**config.mk**
```make
export PLATFORM = sky130hd
export DESIGN_NAME = ps2_keyboard_rx
export DESIGN_NICKNAME = d
export VERILOG_FILES = /design/src/rtl/ps2_pkg.sv /design/src/rtl/ps2_clk_filter.sv /design/src/rtl/ps2_keyboard_rx.sv
export SDC_FILE = /design/constraint.sdc
export NUM_CORES = 1
export LEC_CHECK = 0
export CORE_UTILIZATION = 45
export DETAILED_ROUTE_END_ITERATION = 10
export PLACE_DENSITY = 0.62
export REMOVE_ABC_BUFFERS = 1
export SLEW_MARGIN = 10
export SYNTH_ARGS = -nofsm -noshare
export SYNTH_HDL_FRONTEND = slang
export SYNTH_HIERARCHICAL = 1
export SYNTH_SLANG_ARGS = --single-unit
```
**constraint.sdc**
```tcl
create_clock -name clk_i -period 5.35 [get_ports clk_i]
set_input_delay 1.07 -clock clk_i [delete_from_list [all_inputs] [get_ports clk_i]]
set_output_delay 1.07 -clock clk_i [all_outputs]
set_load 0.02 [all_outputs]
```
**src/rtl/ps2_pkg.sv**
```systemverilog
// Shared PS/2 keyboard definitions: Set-2 scan-code constants and the deframer state encoding.
package ps2_pkg;

  localparam logic [7:0] PS2_PREFIX_EXT = 8'hE0;
  localparam logic [7:0] PS2_PREFIX_BRK = 8'hF0;
  localparam logic [7:0] PS2_BAT_OK     = 8'hAA;
  localparam logic [7:0] PS2_ACK        = 8'hFA;
  localparam logic [7:0] PS2_RESEND     = 8'hFE;
  localparam logic [7:0] PS2_ECHO       = 8'hEE;
  localparam logic [7:0] PS2_KEY_SPACE  = 8'h29;

  typedef enum logic [1:0] {
    IDLE,
    DATA,
    PARITY,
    STOP
  } ps2_state_e;

  // Keyboard housekeeping replies that carry no key information on their own.
  function automatic logic ps2_is_reply(input logic [7:0] code);
    return (code == PS2_BAT_OK) || (code == PS2_ACK) ||
           (code == PS2_RESEND) || (code == PS2_ECHO);
  endfunction

endpackage

```
**src/rtl/ps2_clk_filter.sv**
```systemverilog
// Synchronises the PS/2 pins, glitch-filters the keyboard clock and emits a one-cycle
// strobe with the sampled data bit on every filtered rising edge.
module ps2_clk_filter #(
  parameter int FILTER_LEN = 8
) (
  input  logic clk_i,
  input  logic rst_ni,
  input  logic ps2_clk_i,
  input  logic ps2_dat_i,
  output logic strobe_o,
  output logic bit_o
);

  localparam int CW = $clog2(FILTER_LEN + 1);
  localparam logic [CW-1:0] CNT_MAX = CW'(FILTER_LEN - 1);

  logic [1:0]    clk_sync_q;
  logic [1:0]    dat_sync_q;
  logic          filt_q;
  logic [CW-1:0] cnt_q;
  logic          strobe_q;
  logic          bit_q;

  always_ff @(posedge clk_i or negedge rst_ni) begin
    if (!rst_ni) begin
      clk_sync_q <= 2'b11;
      dat_sync_q <= 2'b11;
      filt_q     <= 1'b1;
      cnt_q      <= '0;
      strobe_q   <= 1'b0;
      bit_q      <= 1'b0;
    end else begin
      clk_sync_q <= {clk_sync_q[0], ps2_clk_i};
      dat_sync_q <= {dat_sync_q[0], ps2_dat_i};
      strobe_q   <= 1'b0;
      // Any return to the current filtered level restarts the hold count.
      if (clk_sync_q[1] == filt_q) begin
        cnt_q <= '0;
      end else if (cnt_q == CNT_MAX) begin
        filt_q <= clk_sync_q[1];
        cnt_q  <= '0;
        if (clk_sync_q[1]) begin
          strobe_q <= 1'b1;
          bit_q    <= dat_sync_q[1];
        end
      end else begin
        cnt_q <= cnt_q + CW'(1);
      end
    end
  end

  assign strobe_o = strobe_q;
  assign bit_o    = bit_q;

endmodule

```
**src/rtl/ps2_keyboard_rx.sv**
```systemverilog
// PS/2 keyboard receiver: deframes 11-bit frames with parity/framing/timeout checks and
// decodes Set-2 make/break/extended sequences into key events and a SPACE held level.
module ps2_keyboard_rx
  import ps2_pkg::*;
#(
  parameter int          FILTER_LEN     = 8,
  parameter int          TIMEOUT_CYCLES = 100000,
  parameter logic [7:0]  SPACE_CODE     = PS2_KEY_SPACE
) (
  input  logic       clk_i,
  input  logic       rst_ni,
  input  logic       ps2_clk_i,
  input  logic       ps2_dat_i,
  output logic [7:0] rx_data_o,
  output logic       rx_valid_o,
  output logic       rx_err_o,
  output logic [7:0] key_code_o,
  output logic       key_ext_o,
  output logic       key_make_o,
  output logic       key_break_o,
  output logic       space_down_o
);

  localparam int TW = $clog2(TIMEOUT_CYCLES + 1);
  localparam logic [TW-1:0] TO_MAX = TW'(TIMEOUT_CYCLES - 1);

  logic strobe;
  logic sbit;

  ps2_clk_filter #(
    .FILTER_LEN (FILTER_LEN)
  ) u_filt (
    .clk_i     (clk_i),
    .rst_ni    (rst_ni),
    .ps2_clk_i (ps2_clk_i),
    .ps2_dat_i (ps2_dat_i),
    .strobe_o  (strobe),
    .bit_o     (sbit)
  );

  ps2_state_e    state_q;
  logic [2:0]    bitcnt_q;
  logic [7:0]    shift_q;
  logic          par_q;
  logic [TW-1:0] to_cnt_q;
  logic [7:0]    rx_data_q;
  logic          rx_valid_q;
  logic          rx_err_q;

  always_ff @(posedge clk_i or negedge rst_ni) begin
    if (!rst_ni) begin
      state_q    <= IDLE;
      bitcnt_q   <= '0;
      shift_q    <= '0;
      par_q      <= 1'b0;
      to_cnt_q   <= '0;
      rx_data_q  <= '0;
      rx_valid_q <= 1'b0;
      rx_err_q   <= 1'b0;
    end else begin
      rx_valid_q <= 1'b0;
      rx_err_q   <= 1'b0;
      if (strobe) begin
        to_cnt_q <= '0;
        unique case (state_q)
          IDLE: begin
            if (!sbit) begin
              state_q  <= DATA;
              bitcnt_q <= '0;
            end
          end
          DATA: begin
            shift_q  <= {sbit, shift_q[7:1]};
            bitcnt_q <= bitcnt_q + 3'd1;
            if (bitcnt_q == 3'd7) state_q <= PARITY;
          end
          PARITY: begin
            par_q   <= sbit;
            state_q <= STOP;
          end
          STOP: begin
            // Odd parity: data ones plus the parity bit must be odd.
            if (sbit && (^shift_q ^ par_q)) begin
              rx_data_q  <= shift_q;
              rx_valid_q <= 1'b1;
            end else begin
              rx_err_q <= 1'b1;
            end
            state_q <= IDLE;
          end
          default: state_q <= IDLE;
        endcase
      end else if (state_q != IDLE) begin
        if (to_cnt_q == TO_MAX) begin
          rx_err_q <= 1'b1;
          state_q  <= IDLE;
          to_cnt_q <= '0;
        end else begin
          to_cnt_q <= to_cnt_q + TW'(1);
        end
      end else begin
        to_cnt_q <= '0;
      end
    end
  end

  logic       ext_q;
  logic       brk_q;
  logic [7:0] key_code_q;
  logic       key_ext_q;
  logic       key_make_q;
  logic       key_break_q;
  logic       space_q;

  always_ff @(posedge clk_i or negedge rst_ni) begin
    if (!rst_ni) begin
      ext_q       <= 1'b0;
      brk_q       <= 1'b0;
      key_code_q  <= '0;
      key_ext_q   <= 1'b0;
      key_make_q  <= 1'b0;
      key_break_q <= 1'b0;
      space_q     <= 1'b0;
    end else begin
      key_make_q  <= 1'b0;
      key_break_q <= 1'b0;
      if (rx_err_q) begin
        ext_q <= 1'b0;
        brk_q <= 1'b0;
      end else if (rx_valid_q) begin
        if (rx_data_q == PS2_PREFIX_EXT) begin
          ext_q <= 1'b1;
        end else if (rx_data_q == PS2_PREFIX_BRK) begin
          brk_q <= 1'b1;
        end else if (!(ps2_is_reply(rx_data_q) && !ext_q && !brk_q)) begin
          key_code_q  <= rx_data_q;
          key_ext_q   <= ext_q;
          key_make_q  <= !brk_q;
          key_break_q <= brk_q;
          ext_q       <= 1'b0;
          brk_q       <= 1'b0;
          // Only the non-extended code counts; E0 29 is a different key.
          if ((rx_data_q == SPACE_CODE) && !ext_q) space_q <= !brk_q;
        end
      end
    end
  end

  assign rx_data_o    = rx_data_q;
  assign rx_valid_o   = rx_valid_q;
  assign rx_err_o     = rx_err_q;
  assign key_code_o   = key_code_q;
  assign key_ext_o    = key_ext_q;
  assign key_make_o   = key_make_q;
  assign key_break_o  = key_break_q;
  assign space_down_o = space_q;

endmodule

```
After elaboration in Yosys (flattened, before gate mapping). Cells that the tools add are included.

Flip-flop bits (word level): 66. Input port bits: 4. Output and inout port bits: 22. Logic and storage cells: 121.

$add $sub $neg: 3. Equal/unequal tests: 21. Muxes and demuxes: 43. Bitwise gates (word level): 6. Reduce and logical (&&, ||, !) cells: 27.

Operators with widths (count): 17-bit 2-to-1 mux (3); 8-bit equality test (second input constant) (6); 1-bit 2-to-1 mux (30); 17-bit by 1-bit adder with 17-bit output (second input constant) (1); 17-bit equality test (second input constant) (1); 3-bit inequality test (second input constant) (5); 3-bit AND reduction (5); 2-bit 2-to-1 mux (5); 2-bit nonzero test (5); 8-bit by 6-bit equality test with 1-bit output (second input constant) (1); 4-bit 2-to-1 mux (2); 2-bit case mux with 4 select lines (1); 8-bit XOR reduction (1); 3-bit case mux with 2 select lines (1); 2-bit AND reduction (3); 6-bit AND reduction (1); 1-bit NOT (5); 5-bit AND reduction (1); 4-bit by 1-bit adder with 4-bit output (second input constant) (1); 2-bit equality test (second input constant) (2); 4-bit by 3-bit equality test with 1-bit output (second input constant) (1); 1-bit logical AND (4); 2-bit inequality test (second input constant) (2); 4-bit AND reduction (1); other kinds (9) (12).

Longest topological paths before layout. Gate-level depths: netlist (run 1).

Word-level depth: 11. Depth in mapped cells: 7. Mapped depth without buffers: 6.

By module. The synthesis (run 1) kept the hierarchy.

Modules (own cells, without submodules): ps2_keyboard_rx (times used 1, cells each 216, area each 2585.0 sq um, seq. area each 1376.3 sq um); ps2_clk_filter (times used 1, cells each 28, area each 427.9 sq um, seq. area each 281.5 sq um).

Worst setup path after synthesis (run 1). OpenSTA, ideal clock, no wires.

Path type: reg-to-reg. Start point: register rx_data_q[1] (netlist: rx_data_o[1]). End point: register key_code_q[5] (netlist: key_code_o[5]). Library setup time: 128 ps. Data arrival time: 1807 ps. Required time: 5222 ps. Path slack: 3416 ps. Cell stages (with the launch flop): 5. Buffers on the path: 0. Path through: dfrtp_1 or4b_2 o21ai_2 nor2_2 mux2_1.

Word-level cells in the longest chain between the ends: 8.

RTL lines: start, declared (RTL line ps2_keyboard_rx.sv:46) `logic [7:0] rx_data_q;`; start signal, assigned (RTL line ps2_keyboard_rx.sv:84) `rx_data_q <= shift_q;`; 8-bit equality test (RTL line ps2_pkg.sv:21) `return (code == PS2_BAT_OK) || (code == PS2_ACK) ||`; 1-bit logical OR (2 in series) (RTL line ps2_pkg.sv:21); 1-bit logical OR (RTL line ps2_pkg.sv:22) `(code == PS2_RESEND) || (code == PS2_ECHO);`; 1-bit logical AND (2 in series) (RTL line ps2_keyboard_rx.sv:135) `end else if (!(ps2_is_reply(rx_data_q) && !ext_q && !brk_q)) begin`; 1-bit NOT (no source line); 5-bit AND reduction (no source line) (*); end signal, assigned (RTL line ps2_keyboard_rx.sv:136) `key_code_q <= rx_data_q;`; end, declared (RTL line ps2_keyboard_rx.sv:109) `logic [7:0] key_code_q;`.

Mark *: on every way between the ends. The rest lies on a longest branch, timed or not. A chain may end at the register's enable or synchronous reset.

Worst setup path in the final report (run 1).
Start point: register rx_data_q[4] (netlist: rx_data_o[4]). End point: output rx_data_o[4].

RTL lines: end, declared (RTL line ps2_keyboard_rx.sv:14) `output logic [7:0] rx_data_o,`.

No word-level cell between the ends.

==> results.py, run 1 <==
metrics = {
    "run_status": {
        "status": "finished, violations left",
        "failed_checks": "design-rule violations",
    },
    "floorplan": {
        "fp.dieArea_um2": 7030,
        "rows": 29,
        "die_h_um": 83.8,
        "initial_core_util": 0.469,
        "io_pins": 26,
        "die_width_um": 83.8,
        "coreArea_um2": 6420,
    },
    "sta": {
        "tightest_slew_ps": 817,
        "slew_viol_final": 0,
        "slew-limit-headroom": 0.455,
        "final-hold-violation-count": 0,
        "setup_viol": 0,
        "setup_slack_ps": 2850,
        "final.setup.tns_ps": 0,
        "rsz0062_at_grt": "false",
        "clock-skew-final_ps": 7.88,
        "period_share": 0.467,
        "timing.final.crit_period_ps": 2500,
        "fmax_mhz": 400,
    },
    "place": {
        "pre_cts_slack_ps": 3200,
        "io_buffer_count": 25,
        "dp_cells": 343,
        "dpl.hpwl_mm": 3.40,
        "gp_congestion": 0.750,
    },
    "critical_path": {
        "crit_chain": "clkdlybuf4s50_1",
        "path_class": "reg -> out",
        "reg2reg_from": "shift_q[2]",
        "cp_data_arrival_time_ps": 1430,
        "r2r-end": "rx_data_o[3]",
        "max_stage_delay_ps": 640,
        "worst-path-buf-inv": 1,
        "worstSetupStartpointType": "register",
        "cp-end-kind": "output port",
        "cp_max_fo": 8,
        "crit_path_end": "rx_data_o[4]",
        "cp_data_required_time_ps": 4280,
        "worst-r2r-setup-slack_ps": 3330,
        "crit_start": "rx_data_o[4]",
        "reg2reg_depth": 4,
        "crit_family": "buffers and inverters",
        "path_depth": 1,
        "critPathSlowestCell": "clkdlybuf4s50_1",
    },
    "synthesis": {
        "syn_area_per_cell_um2": 12.3,
        "synth.top_cell.area_share": 0.507,
        "synthDistinctLibCells": 52,
        "yosysTopAreaCell": "dfrtp_1",
        "synth_warnings": 6,
        "ys_seq_elements": 66,
        "synth_edf_count": 0,
        "synthCells": 244,
        "netlist_area_um2": 3010,
        "async_flop_share": 1.00,
        "seq_area_frac_synth": 0.550,
        "synth_ff_type": "dfrtp_1",
        "ys_top_cells_by_area": "dfrtp_1 (51%), mux2_2 (11%), dfstp_2 (4.4%)",
    },
    "clock_network": {
        "htree_levels": 3,
        "clock_path_buffers": 2,
        "numCtsBuffers": 9,
        "cts_tree": "done",
        "clkSinkCount": 66,
        "hold_buffers": 0,
        "post_cts_buffers": 0,
        "clkLatencyLatePin_ps": 330,
        "cts_resized": 0,
        "cts-root-buf": "clkbuf_8",
        "cts.reportedPaths.clkPinSlew_ps": 70,
    },
    "grt": {
        "antenna_found_initial": 0,
        "track_usage": 0.164,
        "grt_pass1_vias": 1916,
        "grt_overflow_total": 0,
        "grt_pass1_wl_mm": 8.92,
        "grt_start_max_net_pins": 67,
    },
    "route": {
        "drcViolationCount": 4,
        "vias_per_cell": 5.41,
        "wl_per_cell_um": 13.9,
        "vias": 1942,
        "drt-total-wl_mm": 4.98,
        "drt_iter0_markers": 90,
        "antenna_left": 0,
        "drt_first_pass_iters": 7,
    },
    "final_layout": {
        "final_common_cell": "dfrtp_1",
        "nFillCells": 556,
        "area_growth_pct": 18.2,
        "final_cells": 359,
        "fin_nets": 290,
        "antennaDiodeCount": 0,
        "drive_gt1_frac": 0.223,
        "post-route-util": 0.555,
        "layout_common_cells": "dfrtp_1 (61), mux2_2 (29), clkdlybuf4s50_1 (24), nor2_1 (20)",
    },
    "pwr": {
        "power_density_nw_per_um2": 286,
        "power.total_w": 0.00102,
        "power_leakage_nw": 1.59,
        "worst_ir_drop_vdd_v": 0.000160,
    },
    "hold_path": {
        "worstHoldStart": "u_filt/clk_sync_q[0]",
        "hp-class": "reg -> reg",
    },
    "job": {
        "drv_cap": 0,
    },
}
worst min path at each step:
stage | end | slack [ps] | depth (start not counted)
2_1_floorplan | u_filt/clk_sync_q[1] | 350 | 0
3_3_place_gp | u_filt/dat_sync_q[1] | 350 | 0
3_5_place_dp | u_filt/clk_sync_q[1] | 350 | 0
4_1_cts | u_filt/clk_sync_q[1] | 360 | 0
5_1_grt | u_filt/clk_sync_q[1] | 360 | 0
6_report | u_filt/clk_sync_q[1] | 360 | 0
area by class of cell:
cell class / count / area [um^2] / area share
timing repair buffer: 26 / 253 / 0.0710
tap: 77 / 96.3 / 0.0270
clock inverter: 5 / 77.6 / 0.0218
clock buffer: 11 / 141 / 0.0397
multi-input combinational: 164 / 1300 / 0.365
inverter: 10 / 37.5 / 0.0105
sequential: 66 / 1660 / 0.465
synthesized netlist by cell type (all sizes together) (3+ instances only):
cell type   n
nor3        6
dfstp       5
o21ai       6
ha          9
nand3       9
or3         6
dfrtp      61
inv        10
xnor2       8
nand2b      3
mux2       31
nand2       9
a21oi       7
clkbuf      3
nor2       21
nand4       5
xor2        8
stage by stage:
step                hold slack (ps)  cell area, um^2
floorplan                       345             2990
global placement                346             3340
detailed placement              349             3340
CTS                             360             3560
global route                    365             3560
finish                          358             3560
power by group:
part / switching, W / internal, W / leakage (nW) / total [W]
clock: 0.000186 / 0.000274 / 0.109 / 0.000460
combinational: 0.0000196 / 0.0000158 / 0.581 / 0.0000355
sequential: 0.00000967 / 0.000512 / 0.902 / 0.000522
registers in the layout (all words and copies together), names as in the netlist, 2 cells and up:
name / cells
u_filt/clk_sync_q: 2
rx_data_o: 8
shift_q: 8
to_cnt_q: 17
state_q: 2
u_filt/cnt_q: 4
bitcnt_q: 3
key_code_o: 8
u_filt/dat_sync_q: 2
worst register-to-register path, cell delays in order, from the launching register on:
cell and delay, ps:
dfrtp_1 430, xor2_1 190, xnor3_1 470, mux2i_4 430
mux2_2 390
routing by layer:
| layer | vias up | GRT usage | part of all wire |
|---|---|---|---|
| met5 | - | 0 | 0 |
| met2 | 34 | 0.247 | 0.46 |
| met3 | 6 | 0.0396 | 0.032 |
| met4 | 0 | 0.0752 | 0.012 |
| met1 | 963 | 0.224 | 0.50 |
| li1 | 939 | - | - |
cell families after synthesis:
logic type	after synthesis	synth area share
muxes	32	0.125
DFF	66	0.550
adders and majority gates	9	0.0374
AOI/OAI and AO/OA	25	0.0581
buffers and inverters	14	0.0187
and+or+nand+nor	80	0.149
xor gates and xnor gates	18	0.0619
Note: power is estimated with default switching activity, not from simulation.
==> run 2: changes to the inputs <==
Settings changed: PLACE_DENSITY 0.62 to 0.64.
Clock period 5.35 ns to 2.2 ns, I/O delays scaled along.
==> results.py, run 2 (synthesis gave the netlist of run 1 again) <==
metrics = {
    "clock_network": {
        "htree_levels": 3,
        "post_cts_buffers": 0,
        "clkLatencyLatePin_ps": 340,
        "cts_resized": 0,
        "hold_buffers": 0,
        "clkSinkCount": 66,
        "cts.reportedPaths.clkPinSlew_ps": 70,
        "cts-root-buf": "clkbuf_8",
        "cts_tree": "done",
        "numCtsBuffers": 9,
        "clock_path_buffers": 2,
    },
    "pwr": {
        "p_clk_frac": 0.448,
        "p_sw_w": 0.000517,
        "worst_ir_drop_vdd_v": 0.000394,
        "swShare": 0.209,
        "internal_power_w": 0.00195,
        "combPwrFrac": 0.037,
        "seqPwrFrac": 0.515,
        "power_density_nw_per_um2": 688,
        "power_leakage_nw": 1.61,
    },
    "final_layout": {
        "area_growth_pct": 19.1,
        "layout_common_cells": "dfrtp_1 (61), mux2_2 (29), clkdlybuf4s50_1 (24), nor2_1 (20)",
        "largest_register_ffs": 17,
        "antennaDiodeCount": 0,
        "drive_gt1_frac": 0.229,
        "final_common_cell": "dfrtp_1",
        "post-route-util": 0.559,
        "fin_nets": 292,
        "top_register": "to_cnt_q",
    },
    "run_status": {
        "failed_checks": "design-rule violations",
        "status": "finished, violations left",
    },
    "critical_path": {
        "cp-end-kind": "register",
        "cp_data_arrival_time_ps": 2220,
        "worst-r2r-setup-slack_ps": 200,
        "worstSetupStartpointType": "register",
        "reg2reg_from": "rx_data_o[1]",
        "r2r-end": "key_code_o[5]",
        "cp_data_required_time_ps": 2420,
        "reg2reg_depth": 4,
        "cp_max_fo": 9,
        "path_class": "reg -> reg",
    },
    "floorplan": {
        "initial_core_util": 0.469,
        "die_width_um": 83.8,
        "fp.dieArea_um2": 7030,
        "coreArea_um2": 6420,
        "rows": 29,
        "die_h_um": 83.8,
        "io_pins": 26,
    },
    "route": {
        "antenna_left": 0,
        "drt_iter0_markers": 67,
        "drt_first_pass_iters": 8,
        "vias": 1947,
        "drcViolationCount": 9,
        "wl_per_cell_um": 13.9,
        "vias_per_cell": 5.39,
        "drt-total-wl_mm": 5.03,
    },
    "hold_path": {
        "hp-class": "in -> async",
    },
    "grt": {
        "track_usage": 0.166,
        "grt_start_max_net_pins": 43,
        "grt_overflow_total": 0,
        "grt_pass1_wl_mm": 8.94,
        "antenna_found_initial": 0,
        "grt_pass1_vias": 1854,
    },
    "sta": {
        "tightest_slew_ps": 587,
        "slew_viol_final": 0,
        "fmax_mhz": 501,
        "clock-skew-final_ps": 9.60,
        "setup_viol": 0,
        "timing.final.crit_period_ps": 2000,
        "period_share": 0.907,
        "final-hold-violation-count": 0,
        "final.setup.tns_ps": 0,
        "timing.hold.ws_ps": 91.8,
        "setup_slack_ps": 204,
        "rsz0062_at_grt": "false",
        "slew-limit-headroom": 0.609,
    },
    "place": {
        "gp_congestion": 0.728,
        "io_buffer_count": 25,
        "dpl.hpwl_mm": 3.52,
        "pre_cts_slack_ps": 205,
    },
    "job": {
        "drv_cap": 0,
    },
}
[run 2: metrics by stage]
stage	area, um^2	cells	power (W)
after floorplan	2990	240	0.00134
after global placement	3370	345	0.00138
after detailed placement	3370	345	0.00139
after CTS	3590	361	0.00251
after global routing	3590	361	0.00258
final	3590	361	0.00247
[run 2: metal layers]
metal | vias up | share of wire | GRT usage
met5 | - | 0 | 0
met4 | 0 | 0.022 | 0.0846
met3 | 10 | 0.041 | 0.0445
met2 | 36 | 0.43 | 0.234
met1 | 950 | 0.50 | 0.234
li1 | 951 | - | -
[run 2: worst max path at each step]
stage | slack, ps | endpoint | start
2_1_floorplan | 270 | key_code_o[5] | rx_data_o[1]
3_3_place_gp | 200 | key_code_o[5] | rx_data_o[1]
3_5_place_dp | 200 | rx_data_o[2] | shift_q[2]
4_1_cts | 190 | rx_data_o[4] | shift_q[2]
5_1_grt | 80 | key_code_o[5] | rx_data_o[2]
6_report | 200 | key_code_o[5] | rx_data_o[1]
[run 2: final cells by class]
| cell class | instances | area [um^2] |
|---|---|---|
| inverter | 10 | 37.5 |
| tap | 77 | 96.3 |
| multi-input combinational | 164 | 1300 |
| fill | 552 | 2830 |
| clock inverter | 5 | 77.6 |
| sequential | 66 | 1660 |
| clock buffer | 11 | 141 |
| timing repair buffer | 28 | 280 |
[run 2: power groups by stage]
stage / Clock (W) / Combinational (W) / Sequential (W)
4_1_cts: 0.00115 / 0.0000937 / 0.00127
6_report: 0.00111 / 0.0000908 / 0.00127
5_1_grt: 0.00120 / 0.000107 / 0.00128
2_1_floorplan: 0 / 0.0000519 / 0.00129
3_5_place_dp: 0 / 0.0000939 / 0.00129
3_3_place_gp: 0 / 0.0000917 / 0.00129
[run 2: worst max-delay path, stage by stage (launching register included)]
cell     delay, ps
dfrtp_1        450
or4b_2         730
o21ai_2        220
nor2_2         140
mux2_1         340
==> run 3: changes to the inputs <==
Settings changed: RECOVER_POWER set to 100.
==> results.py, run 3 (synthesis gave the netlist of run 1 again) <==
metrics = {
    "pwr": {
        "p_clk_frac": 0.450,
        "swShare": 0.210,
        "power.total_w": 0.00246,
        "internal_power_w": 0.00195,
        "combPwrFrac": 0.034,
        "seqPwrFrac": 0.516,
        "power_density_nw_per_um2": 689,
        "power_leakage_nw": 1.68,
        "worst_ir_drop_vdd_v": 0.000394,
        "p_sw_w": 0.000516,
    },
    "job": {
        "drv_cap": 0,
    },
    "place": {
        "gp_congestion": 0.728,
        "dpl.hpwl_mm": 3.52,
        "dp_cells": 345,
        "io_buffer_count": 25,
    },
    "critical_path": {
        "crit_family": "buffers and inverters",
        "worst-r2r-setup-slack_ps": 210,
        "r2r-end": "key_code_o[5]",
        "max_stage_delay_ps": 720,
        "cp-end-kind": "output port",
        "path_depth": 1,
        "critPathSlowestCell": "dlygate4sd3_1",
        "worst-path-buf-inv": 1,
        "crit_start": "rx_data_o[4]",
        "cp_data_arrival_time_ps": 1560,
        "path_class": "reg -> out",
        "crit_chain": "dlygate4sd3_1",
        "reg2reg_from": "rx_data_o[1]",
        "crit_path_end": "rx_data_o[4]",
        "cp_data_required_time_ps": 1760,
        "reg2reg_depth": 4,
        "worstSetupStartpointType": "register",
        "cp_max_fo": 8,
    },
    "route": {
        "wl_per_cell_um": 13.9,
        "drt_iter0_markers": 72,
        "drcViolationCount": 9,
        "drt-total-wl_mm": 5.00,
        "antenna_left": 0,
        "vias_per_cell": 5.40,
        "vias": 1950,
        "drt_first_pass_iters": 7,
    },
    "floorplan": {
        "coreArea_um2": 6420,
        "rows": 29,
        "io_pins": 26,
        "die_width_um": 83.8,
        "fp.dieArea_um2": 7030,
        "initial_core_util": 0.469,
        "die_h_um": 83.8,
    },
    "final_layout": {
        "largest_register_ffs": 17,
        "antennaDiodeCount": 0,
        "drive_gt1_frac": 0.218,
        "final_common_cell": "dfrtp_1",
        "fin_nets": 292,
        "area_growth_pct": 18.6,
        "layout_common_cells": "dfrtp_1 (61), mux2_2 (29), dlygate4sd3_1 (24), nor2_1 (20)",
        "top_register": "to_cnt_q",
        "nFillCells": 553,
        "final_cells": 361,
    },
    "clock_network": {
        "htree_levels": 3,
        "clock_path_buffers": 2,
        "hold_buffers": 0,
        "numCtsBuffers": 9,
        "post_cts_buffers": 0,
        "cts-root-buf": "clkbuf_8",
        "cts_tree": "done",
        "clkLatencyLatePin_ps": 340,
        "clkSinkCount": 66,
        "cts.reportedPaths.clkPinSlew_ps": 70,
        "cts_resized": 0,
    },
    "grt": {
        "antenna_found_initial": 0,
        "grt_pass1_vias": 1854,
        "grt_start_max_net_pins": 43,
        "grt_pass1_wl_mm": 8.94,
        "track_usage": 0.166,
        "grt_overflow_total": 0,
    },
    "hold_path": {
        "hp-class": "reg -> reg",
    },
    "run_status": {
        "status": "finished, violations left",
        "failed_checks": "design-rule violations",
    },
    "sta": {
        "final-hold-violation-count": 0,
        "slew-limit-headroom": 0.116,
        "slew_viol_final": 0,
        "setup_viol": 0,
        "fmax_mhz": 501,
        "timing.final.crit_period_ps": 2000,
        "period_share": 0.908,
        "rsz0062_at_grt": "false",
        "clock-skew-final_ps": 9.58,
        "tightest_slew_ps": 1330,
        "final.setup.tns_ps": 0,
    },
}
## run 3: cell types whose count changed in the layout (fill, tap and decap cells not counted), sizes merged
cell	previous run	this run
buf	4	2
clkbuf	11	13
clkdlybuf4s50	24	0
dlygate4sd3	0	24
## run 3: layout make-up
cell class | count | area [um^2] | share of cell area
Sequential cell | 66 | 1660 | 0.464
Inverter | 10 | 37.5 | 0.0105
Timing Repair Buffer | 28 | 267 | 0.0746
Multi-Input combinational cell | 164 | 1290 | 0.363
Clock inverter | 5 | 77.6 | 0.0217
Tap cell | 77 | 96.3 | 0.0270
Clock buffer | 11 | 141 | 0.0396
## run 3: worst min path at each step
| stage | start | end | depth (start not counted) | slack [ps] |
|---|---|---|---|---|
| global placement | u_filt/clk_sync_q[0] | u_filt/clk_sync_q[1] | 0 | 350 |
| detailed placement | u_filt/dat_sync_q[0] | u_filt/dat_sync_q[1] | 0 | 350 |
| floorplan | rst_ni | bitcnt_q[0] | 0 | 140 |
| CTS | rst_ni | to_cnt_q[16] | 1 | 100 |
| finish | u_filt/dat_sync_q[0] | u_filt/dat_sync_q[1] | 0 | 360 |
| global route | u_filt/clk_sync_q[0] | u_filt/clk_sync_q[1] | 0 | 360 |
## run 3: through the flow
stage          hold WS, ps  instance area, um^2   util  worst slack (ps)
5_1_grt                364                 3570  0.556              78.0
3_3_place_gp           346                 3370  0.525               195
4_1_cts                104                 3590  0.559               194
6_report               357                 3570  0.556               202
3_5_place_dp           348                 3370  0.525               205
2_1_floorplan          144                 2990      -               266
## run 3: routing by layer
layer	vias up	global-route usage	routed length (um)
met5	-	0	0
met4	0	0.0846	112
met3	10	0.0445	210
met2	38	0.234	2170
met1	950	0.234	2510
li1	952	-	-
## run 3: power by group through the flow
stage               Clock, W  Combinational, W  Sequential, W
floorplan                  0         0.0000519        0.00129
global placement           0         0.0000917        0.00129
detailed placement         0         0.0000939        0.00129
CTS                  0.00115         0.0000937        0.00127
global route         0.00120          0.000101        0.00128
finish               0.00111         0.0000844        0.00127
